==> src/rtl/usb_aes_pkg.sv <==
// Types and helpers shared by the USB AES datapath: packer state and the
// block-size constants.
package usb_aes_pkg;

  localparam int unsigned BLK_BYTES = 16;
  localparam int unsigned BLK_BITS  = 128;

  typedef enum logic [1:0] {
    StFill,
    StPad,
    StHold
  } pack_state_e;

  // PKCS#7 pad for a block holding `count` bytes; count 0 means an empty block.
  function automatic logic [7:0] pad_byte(input logic [3:0] count);
    logic [7:0] pad;
    pad = 8'd16 - {4'd0, count};
    return pad;
  endfunction

endpackage

==> src/rtl/flex_full_counter.sv <==
// Free-running wrap-around counter with synchronous clear and count enable.
module flex_full_counter #(
  parameter int unsigned NUM_CNT_BITS = 4
) (
  input  logic                    clk,
  input  logic                    n_rst,
  input  logic                    clr,
  input  logic                    count_enable,
  output logic [NUM_CNT_BITS-1:0] count_out
);

  logic [NUM_CNT_BITS-1:0] count_q, count_d;

  always_comb begin
    count_d = count_q;
    if (clr) begin
      count_d = '0;
    end else if (count_enable) begin
      count_d = count_q + 1'b1;
    end
  end

  always_ff @(posedge clk or negedge n_rst) begin
    if (!n_rst) begin
      count_q <= '0;
    end else begin
      count_q <= count_d;
    end
  end

  assign count_out = count_q;

endmodule

==> src/rtl/fifo_block_packer.sv <==
// Packs FIFO bytes MSB-first into 128-bit AES blocks with valid/ready output.
// PKCS7_PAD_EN selects PKCS#7 padding and a pad-only block on empty close.
module fifo_block_packer
  import usb_aes_pkg::*;
#(
  parameter int unsigned NUMBITS  = 8,
  parameter int unsigned BLKBYTES = 16,
  parameter int unsigned CNTBITS  = 4
) (
  input  logic                        clk,
  input  logic                        n_rst,
  input  logic                        fifo_empty,
  input  logic [NUMBITS-1:0]          fifo_rdata,
  output logic                        fifo_r_enable,
  input  logic                        pkt_done,
  output logic [BLKBYTES*NUMBITS-1:0] blk_data,
  output logic                        blk_valid,
  input  logic                        blk_ready,
  output logic                        blk_last,
  output logic                        busy
);

  pack_state_e                 state_q, state_d;
  logic                        pend_q, pend_d;
  logic                        last_q, last_d;
  logic [BLKBYTES*NUMBITS-1:0] blk_q, blk_d;
  logic [CNTBITS-1:0]          count;
  logic                        handshake, close_cond, enter_pad, cnt_clr;
  logic [NUMBITS-1:0]          pad_val;

  assign fifo_r_enable = (state_q == StFill) && !fifo_empty;
  assign handshake     = (state_q == StHold) && blk_ready;
  // Remaining FIFO bytes still belong to the pending packet, so close only once drained.
  assign close_cond    = (state_q == StFill) && pend_q && fifo_empty;

`ifdef PKCS7_PAD_EN
  assign enter_pad = close_cond;
  assign pad_val   = pad_byte(count);
`else
  assign enter_pad = close_cond && (count != '0);
  assign pad_val   = '0;
`endif

  assign cnt_clr = handshake || (state_q == StPad);

  flex_full_counter #(
    .NUM_CNT_BITS(CNTBITS)
  ) u_byte_cnt (
    .clk         (clk),
    .n_rst       (n_rst),
    .clr         (cnt_clr),
    .count_enable(fifo_r_enable),
    .count_out   (count)
  );

  always_comb begin
    state_d = state_q;
    pend_d  = pend_q;
    last_d  = last_q;
    blk_d   = blk_q;

    if (!pend_q) begin
      pend_d = pkt_done;
    end else if (close_cond) begin
      pend_d = 1'b0;
    end

    unique case (state_q)
      StFill: begin
        if (fifo_r_enable) begin
          for (int unsigned i = 0; i < BLKBYTES; i++) begin
            if (CNTBITS'(i) == count) begin
              blk_d[(BLKBYTES-1-i)*NUMBITS +: NUMBITS] = fifo_rdata;
            end
          end
          if (count == CNTBITS'(BLKBYTES-1)) begin
            state_d = StHold;
            last_d  = 1'b0;
          end
        end else if (enter_pad) begin
          state_d = StPad;
        end
      end
      StPad: begin
        for (int unsigned i = 0; i < BLKBYTES; i++) begin
          if (CNTBITS'(i) >= count) begin
            blk_d[(BLKBYTES-1-i)*NUMBITS +: NUMBITS] = pad_val;
          end
        end
        last_d  = 1'b1;
        state_d = StHold;
      end
      StHold: begin
        if (blk_ready) begin
          state_d = StFill;
          last_d  = 1'b0;
        end
      end
      default: state_d = StFill;
    endcase
  end

  always_ff @(posedge clk or negedge n_rst) begin
    if (!n_rst) begin
      state_q <= StFill;
      pend_q  <= 1'b0;
      last_q  <= 1'b0;
      blk_q   <= '0;
    end else begin
      state_q <= state_d;
      pend_q  <= pend_d;
      last_q  <= last_d;
      blk_q   <= blk_d;
    end
  end

  assign blk_data  = blk_q;
  assign blk_valid = (state_q == StHold);
  assign blk_last  = last_q;
  assign busy      = (state_q != StFill) || (count != '0) || pend_q;

endmodule
==> config.mk <==
export PLATFORM = sky130hd
export DESIGN_NAME = fifo_block_packer
export DESIGN_NICKNAME = d
export VERILOG_FILES = /design/src/rtl/usb_aes_pkg.sv /design/src/rtl/flex_full_counter.sv /design/src/rtl/fifo_block_packer.sv
export SDC_FILE = /design/constraint.sdc
export NUM_CORES = 1
export LEC_CHECK = 0
export ABC_AREA = 1
export BUFFER_PORTS_ARGS = -buffer_cell sky130_fd_sc_hd__buf_2
export CAP_MARGIN = 40
export CORE_MARGIN = 3
export CORE_UTILIZATION = 43
export CTS_BUF_LIST = sky130_fd_sc_hd__clkbuf_8
export DETAILED_ROUTE_END_ITERATION = 16
export GPL_ROUTABILITY_DRIVEN = 0
export PLACE_DENSITY = 0.78
export SKIP_LAST_GASP = 1
export SYNTH_ARGS = -nofsm -noshare
export SYNTH_HDL_FRONTEND = slang
export SYNTH_SLANG_ARGS = --single-unit
==> constraint.sdc <==
create_clock -name clk -period 1.7 [get_ports clk]
set_input_delay 0.34 -clock clk [delete_from_list [all_inputs] [get_ports clk]]
set_output_delay 0.34 -clock clk [all_outputs]
set_load 0.02 [all_outputs]
==> results by group, run 1 <==
Floorplanning
  – Core ar.: 0.0135 mm²
  – Chip height: 124 µm
  – Initial Util: 0.446
  – Die area: between 0.015 and 0.02 mm²
  – Row cnt: 42
  – Boundary pin count: 145
  – Die W: 124 µm

Timing
  – Relative max-transition margin: 0.762
  – Worst setup margin: -0.0530 ns
  – Final setup fails: 1
  – Unrepaired setup endpoints after global routing: yes
  – Fraction of the cycle the final worst path needs: 1.03
  – Worst Tran Pin Value: 0.357 ns
  – Slew Viols, Final: 0
  – FMAX: 570 MHz
  – Final min period: around 1.8 ns
  – Final Hold Fails: 0
  – Clock Skew: 0.00860 ns
  – Final hold slack: between 0.1 and 0.15 ns

Synthesis
  – Mapped Cells: 676
  – Sequential fraction of the synthesis area: 0.567
  – Average size of a mapped cell: 8.87 µm²
  – Cell Area, Synth: 0.00600 mm²
  – Synth Register Bits: 136
  – Yosys cell types: 26
  – YS warnings: 0
  – Syn_nets: between 600 and 700

Setup path
  – Slowest CP cell: dfrtp_2
  – CP max FO: 2
  – CP peak stage delay: 0.43 ns
  – Largest delay share family, worst path: flip-flops
  – Crit. End Element: output pin
  – CP Data Arrival Time: 1.41 ns
  – Crit path cell chain: inv_4 > ha_4 > nand2_2 > inv_2 > nand3_2 > buf_6
  – WP data required: between 1 and 1.5 ns
  – Number of cells on the critical path: 6
  – Critical path class: reg2out
  – Reg2Reg Depth: 7
  – Startpoint class of the critical path: flop
  – Worst path bufs/invs: 3

Outcome
  – Violated checks: setup timing
  – Outcome: finished with violations

Drt
  – Vias: 5,558
  – Post-route ant nets: 0
  – DRC Markers: 0
  – Detailed Route WL: 17,200 µm
  – DR iter-0 viols: around 540
  – Vias per std cell: ~5.3
  – Drt pass-1 iters: 5
  – Per-cell routed wire length: around 16 µm

Final layout
  – Diode count: 0
  – Area Growth Syn to Fin: 29.9%
  – Final Cell Area: 0.00779 mm²
  – Filler cell count in the final layout: 1,190
  – Layout cells sized above 1: 0.326
  – # nets final: a little under 900
  – Final non-filler cell total: 1,050

Place
  – Area post-placement: around 0.0070 mm²
  – DPL Wire Length: 11,900 µm
  – Post-Place Cells: 999
  – Port bufs: 144

Clocking
  – Number of buffers created by CTS: 17
  – Worst-path clk slew: 0.08 ns
  – CTS tree: done
  – Worst-Skew Late Latency: 0.45 ns
  – H-tree Lvls: 4
  – CTS max path bufs: 2
  – Clk sinks: 136
  – Root Driver: clkbuf_8

Global routing
  – Gr usage total: 0.226
  – Antenna violations before repair: 0
  – Total gr overflow: 0
  – Vias in the first global route: about 5,000
  – First-pass GRT wire length: between 20,000 and 30,000 µm
  – Largest net degree at the start of global routing: 40

Min path
  – Hold Path Stages: 2
  – Worst Hold Class: in2reg

Job
  – Maxcap violations: 0

Power
  – Power Density: 2340 mW/mm²
  – Worst VDD drop: 1.44 mV
  – Leak Pwr: 4.36 nW
[cell usage after synthesis]
cell type	instances	area, µm²
dfrtp_1	136	3400
inv_1	32	120
nand4_1	34	213
nor2_4	4	45.0
nand2_1	276	1040
a21oi_1	3	15.0
nand2_4	2	22.5
inv_4	1	6.26
a21oi_2	1	8.76
nand2_2	19	119
buf_2	10	50.1
nor2_8	1	20.0
buf_4	5	37.5
nor2_2	1	6.26
nor2_1	13	48.8
a31oi_1	1	6.26
inv_2	2	7.51
clkbuf_1	1	3.75
ha_1	5	62.6
nor3_1	1	5.00
nand3_2	7	70.1
o21ai_1	17	85.1
buf_6	13	146
o21ai_2	1	8.76
o21ai_0	13	65.1
nand3_1	77	385
[logic make-up after synthesis]
kind of cell | after synthesis | synth area share
compound gates | 36 | 0.0315
fa+ha+maj | 5 | 0.0104
buf+inv | 64 | 0.0620
flops | 136 | 0.567
simple gates | 435 | 0.329
[cell usage in the layout, fill, tap and decap left out, drive strengths merged]
cell type    count
dfrtp          136
a31oi            1
bufinv           3
buf            193
ha               5
dlygate4sd3      1
nand2          297
inv             36
nor3             1
clkbuf          24
nand4           34
nor2            19
o21ai           31
nand3           84
clkinv           5
a21oi            4
[final timing paths]
| path | from | to | slack, ns |
|---|---|---|---|
| worst max-delay path | u_byte_cnt.count_out[1] | busy | -0.05 |
| worst min-delay path | fifo_empty | pend_q | 0.14 |
| worst max register to register | state_q[0] | blk_data[60] | 0.06 |
| worst min register to register | blk_data[13] | blk_data[13] | 0.47 |
| max in group asynchronous | n_rst | blk_data[8] | 0.81 |
| min in group asynchronous | n_rst | blk_data[37] | 0.35 |
[cell type report]
cell class | instances | area, µm² | share of cell area
sequential | 136 | 3410 | 0.438
multi-input combinational | 476 | 2360 | 0.303
timing repair buffer | 195 | 1230 | 0.158
clock buffer | 23 | 317 | 0.0406
tap | 176 | 220 | 0.0283
inverter | 35 | 139 | 0.0178
clock inverter | 9 | 119 | 0.0153
[state kept, by name, summed over array words and instances (netlist names)]
signal / flops
pend_q: 1
u_byte_cnt.count_out: 4
state_q: 2
blk_data: 128
blk_last: 1
[stage by stage]
| stage | util | power (mW) | setup WS (ns) | TNS, ns |
|---|---|---|---|---|
| final | 0.579 | 18.2 | -0.0530 | -0.0530 |
| after global routing | 0.579 | 19.5 | -0.128 | -0.331 |
| after CTS | 0.566 | 17.7 | -0.0861 | -0.0861 |
| after detailed placement | 0.522 | 14.4 | -0.0337 | -0.166 |
| after global placement | 0.522 | 14.2 | -0.00950 | -0.0266 |
| after floorplan | - | 11.5 | 0.247 | 0 |
[routing by layer]
metal  track usage  up-vias  share of wire
met2         0.344      268           0.46
li1              -     2570              -
met4        0.0650        0          0.013
met3        0.0708       23          0.094
met1         0.314     2697           0.44
met5             0        -              0
[worst reg2reg max path, cell delays in order (launching register included)]
cell	delay (ns)
dfrtp_2	0.47
buf_4	0.17
a21oi_1	0.28
buf_4	0.19
nand2_1	0.11
nand2_4	0.19
nand2_1	0.08
o21ai_1	0.08
[timing repair]
item                                   4_1_cts  5_1_grt
gates resized for setup                     25       21
endpoints found under the hold margin       31        0
setup buffers                               12        5
setup endpoints to repair                   11      106
gates cloned                                 0        1
hold buffers                                 1        0
pin swaps                                    3        2
[report_power, final]
part | internal (mW) | switching [mW]
clock | 1.67 | 1.20
sequential | 4.74 | 0.921
combinational | 3.20 | 6.48
total | 9.61 | 8.61
Note: power is estimated with default switching activity, not from simulation.
==> inputs of run 2 (changes only) <==
--- a/config.mk
+++ b/config.mk
@@ -9,11 +9,11 @@
 export BUFFER_PORTS_ARGS = -buffer_cell sky130_fd_sc_hd__buf_2
 export CAP_MARGIN = 40
 export CORE_MARGIN = 3
-export CORE_UTILIZATION = 43
+export CORE_UTILIZATION = 45
 export CTS_BUF_LIST = sky130_fd_sc_hd__clkbuf_8
 export DETAILED_ROUTE_END_ITERATION = 16
 export GPL_ROUTABILITY_DRIVEN = 0
-export PLACE_DENSITY = 0.78
+export PLACE_DENSITY = 0.84
 export SKIP_LAST_GASP = 1
 export SYNTH_ARGS = -nofsm -noshare
 export SYNTH_HDL_FRONTEND = slang
==> constraint.sdc (replaced) <==
create_clock -name clk -period 1.6 [get_ports clk]
set_input_delay 0.32 -clock clk [delete_from_list [all_inputs] [get_ports clk]]
set_output_delay 0.32 -clock clk [all_outputs]
set_load 0.02 [all_outputs]
==> run 2 against run 1 <==
  * The flow still finishes with violations (setup timing)
  * Flip-flop and latch count did not move
  * Cell area up 6.3%
  * Register-to-register slack worse by 0.07 ns
  * Global-route usage rose by 1.9 points
  * Clock power about the same
==> results by group, run 2 (synthesis gave the netlist of run 1 again) <==
Outcome
  – Outcome: finished with violations
  – Violated checks: setup timing

Final layout
  – Layout cells sized above 1: 0.371 (+0.0447)
  – Area occupied by multi-input gates: 0.00252 mm² (+7.0%)
  – Final non-filler cell total: 1,081 (+3.0%)
  – # nets final: 914 (+4.0%)
  – Seq. cell area: 0.00341 mm² (unchanged)
  – Max FFs per register: 128 (unchanged)
  – Filler cell count in the final layout: 975 (-18%)
  – Diode count: 0 (unchanged)
  – Commonest non-fill, non-tap cells in the layout: nand2_1, buf_2, dfrtp_1, nand3_1, buf_4
  – Area Growth Syn to Fin: 38.1%
  – Commonest non-fill, non-tap cell in the layout: nand2_1
  – Final Cell Area: 0.00828 mm² (+6.3%)

Drt
  – Post-route ant nets: 0 (unchanged)
  – Drt pass-1 iters: 6 (+1)
  – Per-cell routed wire length: 17.7 µm (+7.8%)
  – DR iter-0 viols: 575 (+5.7%)
  – Vias: 5,856 (+5.4%)
  – DRC Markers: 0 (unchanged)
  – Vias per std cell: 5.42 (+2.3%)
  – Detailed Route WL: 19,100 µm (+11%)

Setup path
  – Critical path class: reg2out
  – CP max FO: 4 (+2)
  – CP Data Arrival Time: 1.42 ns (about the same)
  – Reg2Reg Depth: 9 (+2)
  – Crit. End Element: output pin
  – Startpoint class of the critical path: flop
  – WP data required: 1.28 ns (-0.08 ns)

Timing
  – Slew Viols, Final: 0 (unchanged)
  – Worst Tran Pin Value: 0.497 ns (+0.140 ns)
  – Final min period: between 1.5 and 2 ns
  – Relative max-transition margin: 0.669 (-0.0934)
  – FMAX: between 500 and 600 MHz
  – Worst setup margin: -0.139 ns (-0.0861 ns)
  – Unrepaired setup endpoints after global routing: yes
  – Clock Skew: 0.0128 ns (+0.00423 ns)
  – Final Hold Fails: 0 (unchanged)
  – Final setup fails: 6 (+5)
  – Fraction of the cycle the final worst path needs: 1.09

Global routing
  – First-pass GRT wire length: 28,200 µm (+5.4%)
  – Antenna violations before repair: 0 (unchanged)
  – Vias in the first global route: 5,452 (+7.0%)
  – Total gr overflow: 0 (unchanged)
  – Largest net degree at the start of global routing: 47 (+18%)
  – Gr usage total: 0.245 (+0.0190)

Place
  – Area post-placement: 0.00718 mm² (+2.3%)
  – Port bufs: 144 (unchanged)
  – Setup WS pre-CTS: -0.0388 ns (-0.00515 ns)
  – Post-Place Cells: 1,009 (+1.0%)
  – DPL Wire Length: 12,000 µm (+0.29%)

Clocking
  – H-tree Lvls: 4 (unchanged)
  – Worst-Skew Late Latency: 0.46 ns (about the same)
  – Clk sinks: 136 (unchanged)
  – Number of buffers created by CTS: 17 (unchanged)
  – CTS tree: done
  – Worst-path clk slew: 0.08 ns (about the same)
  – CTS max path bufs: 2 (unchanged)
  – Root Driver: clkbuf_8

Job
  – Maxcap violations: 0 (unchanged)

Power
  – Worst VDD drop: 1.39 mV (-3.3%)
  – Leak Pwr: 4.59 nW (+5.3%)
  – Power Density: 2510 mW/mm² (+7.3%)
  – PnR Total Power: 20.8 mW (+14%)

Floorplanning
  – Initial Util: 0.468 (+0.0218)
  – Boundary pin count: 145 (unchanged)
  – Die W: 121 µm (-2.1%)
  – Chip height: 121 µm (-2.1%)
  – Die area: 0.0147 mm² (-4.2%)
  – Core ar.: 0.0128 mm² (-4.7%)
  – Row cnt: 41 (-2.4%)

Min path
  – Worst Hold Class: in2reg
  – Hold Path Stages: 2 (unchanged)
[run 2: cell types whose count changed in the layout (fill, tap and decap cells not counted), moves of 4 or more]
| cell | before | now |
|---|---|---|
| nand2_2 | 18 | 14 |
| buf_12 | 6 | 10 |
| nand2_4 | 8 | 21 |
| clkbuf_8 | 23 | 19 |
| buf_4 | 43 | 63 |
| buf_6 | 3 | 10 |
| clkinv_4 | 0 | 4 |
| nand2_1 | 270 | 262 |
| nor2_2 | 1 | 7 |
| nor2_1 | 12 | 6 |
[run 2: area by class of cell]
class,instances,share of cell area
Clock buffer,19,0.0316
Inverter,35,0.0183
Tap cell,172,0.0260
Multi-Input combinational cell,479,0.305
Timing Repair Buffer,227,0.190
Sequential cell,136,0.412
Clock inverter,13,0.0175
[run 2: routing by layer]
metal / GRT usage / vias to the layer above / routed length (µm)
li1: - / 2644 / -
met1: 0.329 / 2827 / 7620
met2: 0.382 / 331 / 9240
met3: 0.0783 / 54 / 1740
met4: 0.0763 / 0 / 528
met5: 0 / - / 0
[run 2: worst paths after layout]
kind | start | to | slack (ns)
setup / recovery | state_q[0] | busy | -0.14
max in group asynchronous | n_rst | blk_data[16] | 0.62
hold / removal | fifo_empty | pend_q | 0.09
setup reg to reg | u_byte_cnt.count_out[0] | blk_data[114] | -0.01
hold reg to reg | blk_data[111] | blk_data[111] | 0.47
min in group asynchronous | n_rst | blk_data[92] | 0.39
[run 2: timing repair]
action | in CTS | in global routing
pin swaps | 6 | 11
gates cloned | 0 | 5
hold endpoints to repair | 40 | 0
hold buffers | 1 | 0
endpoints found under the setup margin | 67 | 135
resized for setup | 25 | 66
setup buffers | 15 | 19
[run 2: stage by stage]
stage | hold WS, ns | util | TNS (ns)
final | 0.0893 | 0.646 | -0.294
after global routing | 0.0765 | 0.646 | -2.88
after CTS | 0.0574 | 0.606 | -4.59
after detailed placement | 0.299 | 0.560 | -0.572
after global placement | 0.295 | 0.560 | -0.254
after floorplan | 0.0244 | - | 0
[run 2: power by group]
part	internal, mW	switching [mW]	total (mW)
Sequential	5.04	0.996	6.03
Combinational	4.25	7.61	11.9
Clock	1.48	1.41	2.89
[run 2: worst max-delay path: stages, from the launching register on]
cell,delay (ns)
dfrtp_2,0.47
nor2_4,0.16
buf_6,0.12
nand3_2,0.07
buf_6,0.13
